## config.mk

```make
export PLATFORM = sky130hd
export DESIGN_NAME = fifo_pop_counter_bank
export DESIGN_NICKNAME = d
export VERILOG_FILES = /design/src/rtl/fifo_pop_counter_bank.sv
export SDC_FILE = /design/constraint.sdc
export NUM_CORES = 1
export LEC_CHECK = 0
export CORE_MARGIN = 1.5
export CORE_UTILIZATION = 49
export DETAILED_ROUTE_END_ITERATION = 7
export PLACE_DENSITY = 0.84
export SYNTH_ARGS = -nofsm -noshare
export SYNTH_HDL_FRONTEND = slang
export SYNTH_SLANG_ARGS = --single-unit
```

## constraint.sdc

```tcl
create_clock -name clk -period 1.55 [get_ports clk]
set_input_delay 0.31 -clock clk [delete_from_list [all_inputs] [get_ports clk]]
set_output_delay 0.31 -clock clk [all_outputs]
set_load 0.01 [all_outputs]
```

## src/rtl/fifo_pop_counter_bank.sv

```systemverilog
// fifo_pop_counter_bank
//
// Per-channel pop counter bank for the FIFO subsystem. It counts pop strobes
// on NUM_CH channels and returns one channel's count when the controller
// requests it while the datapath is idle.
//
// Parameters
//   NUM_CH        number of counted channels (1..8)
//   CNT_W         counter width
//   IDX_W         channel index width, 2^IDX_W >= NUM_CH
//   SATURATE      0: counters wrap modulo 2^CNT_W, 1: counters hold at max
//   CLEAR_ON_READ 1: an accepted in-range read zeroes that channel's counter
//                 and clears its overflow flag
//
// Ports
//   clk       system clock, rising edge
//   reset_L   asynchronous active-low reset
//   pop       per-channel pop strobes, one count per cycle high
//   idle      controller idle; reads are accepted only while high
//   req       read request, sampled each cycle
//   idx       channel to read, sampled with req
//   valid     one-cycle pulse, data_out holds a read result
//   data_out  count of the requested channel (held when valid is low)
//   req_err   one-cycle pulse, accepted read had idx >= NUM_CH
//   overflow  sticky per-channel overflow flags
module fifo_pop_counter_bank #(
    parameter int NUM_CH        = 5,
    parameter int CNT_W         = 5,
    parameter int IDX_W         = 3,
    parameter int SATURATE      = 0,
    parameter int CLEAR_ON_READ = 0
) (
    input  logic              clk,
    input  logic              reset_L,
    input  logic [NUM_CH-1:0] pop,
    input  logic              idle,
    input  logic              req,
    input  logic [IDX_W-1:0]  idx,
    output logic              valid,
    output logic [CNT_W-1:0]  data_out,
    output logic              req_err,
    output logic [NUM_CH-1:0] overflow
);

    localparam logic [CNT_W-1:0] CNT_MAX  = '1;
    // One extra bit so that NUM_CH = 2^IDX_W is still representable.
    localparam logic [IDX_W:0]   NUM_CH_L = (IDX_W+1)'(NUM_CH);

    // Increment with wrap or saturation at the top of the counter range.
    function automatic logic [CNT_W-1:0] next_count(input logic [CNT_W-1:0] c);
        if (c == CNT_MAX)
            return (SATURATE != 0) ? CNT_MAX : '0;
        return c + 1'b1;
    endfunction

    logic [CNT_W-1:0] cnt [NUM_CH];
    logic             accept;
    logic             in_range;
    logic [CNT_W-1:0] rd_cnt;
    logic [IDX_W:0]   idx_ext;

    always_comb begin
        idx_ext  = {1'b0, idx};
        accept   = req & idle;
        in_range = (idx_ext < NUM_CH_L);
        // Explicit mux so an out-of-range index never indexes past the array.
        rd_cnt   = '0;
        for (int i = 0; i < NUM_CH; i++) begin
            if (idx_ext == (IDX_W+1)'(i))
                rd_cnt = cnt[i];
        end
    end

    // Counter and overflow update
    always_ff @(posedge clk or negedge reset_L) begin
        if (!reset_L) begin
            for (int i = 0; i < NUM_CH; i++)
                cnt[i] <= '0;
            overflow <= '0;
        end else begin
            for (int i = 0; i < NUM_CH; i++) begin
                if ((CLEAR_ON_READ != 0) && accept && in_range &&
                    (idx_ext == (IDX_W+1)'(i))) begin
                    // A pop on the read edge is the first count after clear;
                    // it can never overflow, so the flag always clears.
                    cnt[i]      <= CNT_W'(pop[i]);
                    overflow[i] <= 1'b0;
                end else if (pop[i]) begin
                    cnt[i] <= next_count(cnt[i]);
                    if (cnt[i] == CNT_MAX)
                        overflow[i] <= 1'b1;
                end
            end
        end
    end

    // Read response, registered; data_out reflects counts before this edge
    always_ff @(posedge clk or negedge reset_L) begin
        if (!reset_L) begin
            valid    <= 1'b0;
            req_err  <= 1'b0;
            data_out <= '0;
        end else begin
            valid   <= accept & in_range;
            req_err <= accept & ~in_range;
            if (accept && in_range)
                data_out <= rd_cnt;
        end
    end

endmodule
```

# Word-level counts from Yosys, hierarchy flattened
# Index checks and enable logic that the tools add are counted.
op_classes:
  addsub: 5
  mux: 25
  bitwise_logic: 4
  reduce_logical: 7
  eq_ne: 9
  n_lt_le_gt_ge: 1
ops:
  columns: ["op", "n"]
  rows:
  - ["two-way mux 5 bit", 15]
  - ["adder 5 x 1 -> 5 bit, second input constant", 5]
  - ["equality test 5 bit, second input constant", 5]
  - ["two-way mux 1 bit", 10]
  - ["AND reduction 2 bit", 5]
  - ["equality test 3 x 2 -> 1 bit, second input constant", 2]
  - ["AND 1 bit", 3]
  - ["equality test 3 x 1 -> 1 bit, second input constant", 1]
  - ["equality test 3 bit, second input constant", 1]
  - ["zero test 3 bit", 1]
  - ["< comparator 3 bit, second input constant", 1]
  - ["logical AND 1 bit", 1]
  - ["NOT 1 bit", 1]
totals:
  elab_cells: 64
  register_bits: 37
  out_inout_bits: 12

# Depth between registers and ports, before layout
# Gate-level depths: netlist of run 1.
logic_depth:
  depth_word: 6
  ltp_mapped: 6
  ltp_nobuf: 6

# Worst setup path before layout of run 1
# Ideal clock, no wire load.
synth_path:
  path_type: "register -> register"
  startpoint: "reg cnt[5] in the netlist's numbering"
  endpoint: "reg cnt[9] in the netlist's numbering"
  path_slack_ns: 0.108
  setup_time_ns: 0.128
  arrival_ns: 1.315
  path_buffers: 0
  stages_incl_launch_ff: 5
  cell_sequence: "dfrtp_1 ha_1 and3_1 ha_1 mux2_1"
synth_via:
  elab_chain_cells: 4
  elab_cells_between_ends: 5
  classes_between: "1 x add/sub; 1 x eq/ne; 3 x mux"
synth_rtl:
  columns: ["item", "line_no", "rtl"]
  rows:
  - ["start, declared", "56", "logic [CNT_W-1:0] cnt [NUM_CH];"]
  - ["start signal, assigned by index", "86", "cnt[i] <= CNT_W'(pop[i]);"]
  - ["start signal, assigned by index", "89", "cnt[i] <= next_count(cnt[i]);"]
  - ["parallel branches: the longest is 3 deep, another holds adder 5 x 1 -> 5 bit", null, null]
  - ["two-way mux 5 bit *", "53", "return c + 1'b1;"]
# Every way passes the cells marked *. The select of a mux whose other input is x is not followed.
# A chain may end at the register's enable or synchronous reset.

# Worst setup path after layout of run 1
layout_path:
  startpoint: "reg overflow[0]"
  endpoint: "out overflow[0]"
layout_rtl:
  columns: ["item", "line_no", "rtl"]
  rows:
  - ["start, declared", "42", "output logic [NUM_CH-1:0] overflow"]
  - ["start signal, assigned", "79", "overflow <= '0;"]
  - ["start signal, assigned by index", "87", "overflow[i] <= 1'b0;"]
  - ["start signal, assigned by index", "91", "overflow[i] <= 1'b1;"]
# No word-level cell between the ends.

==> run_results.csv, run 1 <==
group,metric,value,unit
outcome,status,"finished clean",
clock_network,cts-root-buf,"clkbuf_8",
pwr,p_total,3.85,mW
setup_path,cp-start-kind,"flop",
grt,grt_overflow_total,0,
min_path,min_path_cells,1,
setup_path,critical_path_class,"reg2out",
setup_path,cp.depth,1,
synthesis,async_reset_ff_frac,1.00,
min_path,whs_endpoint,"overflow[4]",
min_path,hold_path.class,"reg2reg",
timing,finalHoldViolations,0,
grt,grt_use_met1,0.273,
synthesis,synth_edf_count,0,
layout,antenna_cells,0,
pwr,power_density,1570,nW/µm²
synthesis,synth_area_leader_cell,"dfrtp_1",
grt,grt_pass1_vias,1311,
timing,worst_slack,0.0488,ns
synthesis,yosysSeqAreaShare,0.493,
placed_design,place_ws,-0.228,ns
setup_path,crit_family,"buffers and inverters",
synthesis,synth_area,1880,µm²
clock_network,cts.clk_slew.worst_paths,0.08,ns
clock_network,numCtsBuffers,5,
routing,wirelength,3610,µm
synthesis,netlist_top_cells_area,"dfrtp_1 (49%), ha_1 (6.7%), mux2i_1 (4.3%), mux2_2 (3.6%), nand2b_1 (3.0%)",
routing,drc,0,
layout,fin_util,0.670,
layout,fill_cells,288,
grt,grt_max_degree,21,
layout,final_cells,262,
grt,met2_usage,0.287,
pwr,irDropWorstVdd,823,µV
placed_design,post-dp-hpwl,2740,µm
layout,nNetsFinal,235,
grt,grt_use_met3,0.0625,
timing,fin_crit_sh,0.968,
routing,postRouteAntennaNets,0,
die,rows,22,
grt,grt_use_total,0.201,
synthesis,syn_avg_cell_area,11.0,µm²
placed_design,place_congestion,0.785,
setup_path,ff2ff_path_depth,4,
placed_design,dp.cells,253,
die,die_h,64.9,µm
setup_path,reg2reg_slack,0.08,ns
synthesis,yosysMostFrequentCell,"dfrtp_1",
die,io_pins,24,
synthesis,yosys-top-cells-count,"dfrtp_1 (37), ha_1 (10), nand2_1 (10)",
timing,finalMaxSlewViolations,0,
die,die_x,64.9,µm
routing,wl_per_cell,13.8,µm
routing,firstDrtPassIters,4,
job,maxCapViolations,0,
die,die_area,4210,µm²
setup_path,slowest_delay,0.54,ns
timing,setup_tns,0,ns
setup_path,worst-path-max-fanout,2,
timing,grt_setup_unrepaired,"no",
setup_path,cp_num_buf_inv,1,
synthesis,syn_nets,192,
setup_path,required,1.24,ns
timing,maxSlewHeadroom,0.691,
synthesis,synthFlopType,"dfrtp_1",
grt,grt_pass1_wl,6240,µm
clock_network,cts_max_level,2,
layout,area_growth,30.5,%
die,initial_core_util,0.513,
clock_network,cts_buffer_depth,2,
min_path,hold_start,"overflow[4]",
routing,vias_per_cell,5.42,
routing,vias,1421,
die,core_area,3660,µm²
clock_network,cts_tree,"done",
synthesis,synth_top_area_frac,0.493,
grt,antenna_found_initial,0,
placed_design,postPlaceCellArea,2270,µm²
clock_network,clock-sinks,37,
layout,drive_above_1_share,0.224,
timing,period_minus_slack,1.50,ns
setup_path,worstPathArrival,1.19,ns
timing,worst_pin_slew,0.464,ns
pwr,cellLeakagePower,1.19,nW
synthesis,synth_cells,170,
clock_network,clkLatencyLatePin,0.30,ns
setup_path,r2r-end,"cnt[9]",
timing,setup_viol,0,
placed_design,portBuffers,23,
layout,fin_area,2450,µm²
timing,fmax,0.666,GHz
routing,drtIter0Drc,105,
timing,holdWs,0.456,ns
setup_path,r2r_start,"cnt[5]",
setup_path,cpMaxStageDelayCell,"clkdlybuf4s50_1",
setup_path,endpoint_kind,"output port",
setup_path,path_cells,"clkdlybuf4s50_1",
grt,grt_most_used_layer,"met2",
synthesis,yosysWarnings,0,
timing,skew,0.00403,ns
synthesis,synth-seq-cells,37,
synthesis,synth_cell_type_count,34,
==> cells in the final DEF (no fill, tap or decap), types with 2 or more instances in the layout <==
master and instances:
o32ai_1 4, dlymetal6s2s_1 5, nand2b_1 6, a21boi_0 4, mux2i_1 8, nor2_1 7, nand2_1 10, nand2b_4 2
inv_1 8, o22ai_2 4, ha_2 3, nand3_1 4, buf_4 16, dfrtp_1 37, a31oi_1 6, o22ai_1 2
a21o_1 5, a21oi_1 3, mux2_2 6, clkdlybuf4s50_1 17, nor3b_1 2, ha_1 7, clkbuf_8 6, mux2_1 4
o21ai_1 8, and3_1 6, o21ai_0 6
==> layout make-up <==
cell class	count	area (µm²)	share of cell area
timing repair buffer	41	388	0.158
clock inverter	2	37.5	0.0153
sequential	37	926	0.378
multi-input combinational	119	923	0.377
inverter	9	33.8	0.0138
clock buffer	6	82.6	0.0337
tap	48	60.1	0.0245
==> where the power goes <==
group | internal (mW) | switching (mW)
Combinational | 0.753 | 0.561
Clock | 0.523 | 0.361
Sequential | 1.34 | 0.312
==> kinds of logic (layout without fill, tap and decap cells) <==
group / after synthesis / count (layout) / synth area share
adders and majority gates: 10 / 10 / 0.0666
AOI/OAI and AO/OA: 48 / 48 / 0.177
and+or+nand+nor: 42 / 42 / 0.114
DFF: 37 / 37 / 0.493
buffers and inverters: 14 / 58 / 0.0346
muxes: 19 / 19 / 0.115
==> sequential cells by signal, summed over array words and instances (netlist names) <==
register,count
cnt,25
data_out,5
overflow,5
req_err,1
valid,1
==> layer usage <==
metal | up-vias | share of wire
li1 | 711 | -
met1 | 667 | 0.47
met2 | 35 | 0.45
met3 | 8 | 0.056
met4 | 0 | 0.023
met5 | - | 0
==> worst max path at each step <==
stage / startpoint / endpoint / slack, ns
after floorplan: cnt[5] / cnt[9] / 0.11
after global placement: idx[0] / data_out[3] / -0.27
after detailed placement: idx[0] / data_out[3] / -0.23
after CTS: data_out[4] / data_out[4] / 0.005
after global routing: cnt[15] / cnt[18] / 0.002
final: overflow[0] / overflow[0] / 0.05
==> worst register-to-register path: stages, from the launching register on <==
cell,delay [ns]
dfrtp_1,0.38
ha_1,0.22
and3_1,0.19
ha_1,0.27
mux2_1,0.29
==> what timing repair did <==
item,CTS,global route
hold buffers,1,0
resized for setup,0,14
hold endpoints to repair,19,0
buffers inserted,0,0
setup endpoints to repair,0,13
No activity file was read; power rests on OpenSTA's default activity.
==> inputs of run 2 (changes only) <==
- CORE_UTILIZATION: 49 -> 50
- PLACE_DENSITY: 0.84 -> 0.82
- clock period: 1.55 -> 1.7 ns (I/O delays scaled with it)
==> run 2 against run 1 <==
Against the previous run:
- critical path depth rose by 5
- first-iteration DRC count down 41%
- via count fell by 3.2%
- largest cell class unchanged
- highest routed layer unchanged
==> run_results.csv, run 2 (synthesis gave the netlist of run 1 again) <==
group,metric,value,unit
placed_design,post-dp-hpwl,2790,µm
routing,wl_per_cell,14.3,µm
pwr,p_total,3.26,mW
setup_path,cp-start-kind,"flop",
layout,nNetsFinal,225,
die,io_pins,24,
setup_path,worstPathArrival,1.80,ns
setup_path,cpMostUsedCell,"ha_1",
placed_design,place_congestion,0.854,
timing,skew,0.00307,ns
placed_design,postPlaceCellArea,2200,µm²
clock_network,numCtsBuffers,5,
outcome,status,"finished clean",
timing,fin_crit_sh,0.929,
timing,setup_viol,0,
grt,grt_pass1_vias,1434,
placed_design,portBuffers,23,
setup_path,slowest_delay,0.42,ns
layout,final_common_cell,"dfrtp_1",
layout,area_growth,22.7,%
die,rows,22,
timing,finalMaxSlewViolations,0,
timing,worst_pin_slew,0.460,ns
setup_path,required,1.92,ns
setup_path,endpoint_kind,"flop",
min_path,hold_start,"overflow[1]",
routing,firstDrtPassIters,4,
layout,final_cells,252,
pwr,power_density,1420,nW/µm²
pwr,cellLeakagePower,1.07,nW
routing,drtIter0Drc,62,
timing,setup_tns,0,ns
routing,drc,0,
min_path,whs_endpoint,"overflow[1]",
clock_network,clkLatencyLatePin,0.29,ns
grt,antenna_found_initial,0,
timing,grt_setup_unrepaired,"no",
min_path,min_path_cells,1,
grt,grt_overflow_total,0,
setup_path,r2r_start,"cnt[20]",
layout,largestRegisters,"cnt: 25 flops, data_out: 5 flops, overflow: 5 flops",
clock_network,cts.hold.buffers_added,0,
clock_network,cts_buffer_depth,2,
clock_network,cts.clk_slew.worst_paths,0.07,ns
timing,finalHoldViolations,0,
setup_path,cpMaxStageDelayCell,"dfrtp_1",
die,die_x,64.3,µm
clock_network,cts_max_level,2,
timing,maxSlewHeadroom,0.693,
setup_path,worst-path-max-fanout,4,
job,maxCapViolations,0,
placed_design,dp.cells,244,
layout,largest_reg_flops,25,
setup_path,ff2ff_path_depth,6,
clock_network,clock-sinks,37,
layout,antenna_cells,0,
layout,final_cell_mix,"dfrtp_1 (37), clkdlybuf4s50_1 (23), nand2_1 (10), ha_1 (10)",
die,die_h,64.3,µm
grt,grt_use_total,0.197,
routing,vias_per_cell,5.46,
layout,top_register,"cnt",
routing,wirelength,3600,µm
setup_path,path_cells,"ha_1 -> and3_1 -> ha_1 -> nor2_1 -> nand2_1 -> o21ai_1",
die,core_area,3630,µm²
setup_path,critical_path_class,"reg2reg",
routing,postRouteAntennaNets,0,
routing,vias,1375,
timing,period_minus_slack,1.58,ns
layout,fin_area,2300,µm²
clock_network,cts-root-buf,"clkbuf_8",
grt,grt_max_degree,38,
die,initial_core_util,0.517,
layout,drive_above_1_share,0.147,
timing,fmax,0.633,GHz
setup_path,r2r-end,"cnt[22]",
grt,grt_pass1_wl,6270,µm
timing,holdWs,0.455,ns
setup_path,reg2reg_slack,0.12,ns
placed_design,place_ws,-0.139,ns
layout,fin_util,0.634,
die,die_area,4130,µm²
timing,worst_slack,0.121,ns
clock_network,cts_tree,"done",
min_path,hold_path.class,"reg2reg",
pwr,irDropWorstVdd,720,µV
[run 2: final cells by class]
type	count	area, µm²
Timing Repair Buffer	31	290
Multi-Input combinational cell	119	892
Clock buffer	7	96.3
Tap cell	48	60.1
Fill cell	295	1330
Inverter	9	33.8
Clock inverter	1	5.00
Sequential cell	37	926
[run 2: routing by layer]
layer / vias to the layer above / track usage / share of wire
met1: 659 / 0.230 / 0.44
met4: 0 / 0.0718 / 0.018
met5: - / 0 / 0
met3: 7 / 0.0634 / 0.036
met2: 25 / 0.339 / 0.51
li1: 684 / - / -
[run 2: worst max-delay path by stage]
| stage | start | endpoint | slack [ns] | depth (start not counted) |
|---|---|---|---|---|
| final | cnt[20] | cnt[22] | 0.12 | 6 |
| after floorplan | cnt[5] | cnt[9] | 0.26 | 4 |
| after detailed placement | idx[0] | data_out[3] | -0.14 | 6 |
| after global routing | cnt[10] | cnt[13] | 0.002 | 5 |
| after global placement | idx[0] | data_out[3] | -0.09 | 6 |
| after CTS | cnt[10] | cnt[13] | 0.11 | 5 |
[run 2: power by group]
group | leakage, nW | internal, mW | switching, mW
sequential | 0.448 | 1.22 | 0.337
combinational | 0.568 | 0.595 | 0.443
clock | 0.0542 | 0.366 | 0.298
total | 1.07 | 2.18 | 1.08
[run 2: critical path, delay by kind of cell (launching register included)]
| family | cells | cell delay [ns] |
|---|---|---|
| flip-flops | 1 | 0.42 |
| AO/OA/AOI/OAI | 1 | 0.13 |
| AND/OR/NAND/NOR | 3 | 0.49 |
| adder cells (fa/ha/maj) | 2 | 0.46 |
[run 2: timing repair]
| action | in CTS | in global routing |
|---|---|---|
| endpoints found under the setup margin | 0 | 1 |
| setup buffers | 0 | 0 |
| endpoints found under the hold margin | 0 | 0 |
| resized for setup | 0 | 1 |
==> inputs of run 3 (changes only) <==
- CAP_MARGIN: not set -> 15
==> results of run 3 <==
Final layout, timing and power as in run 2 (identical DEF).
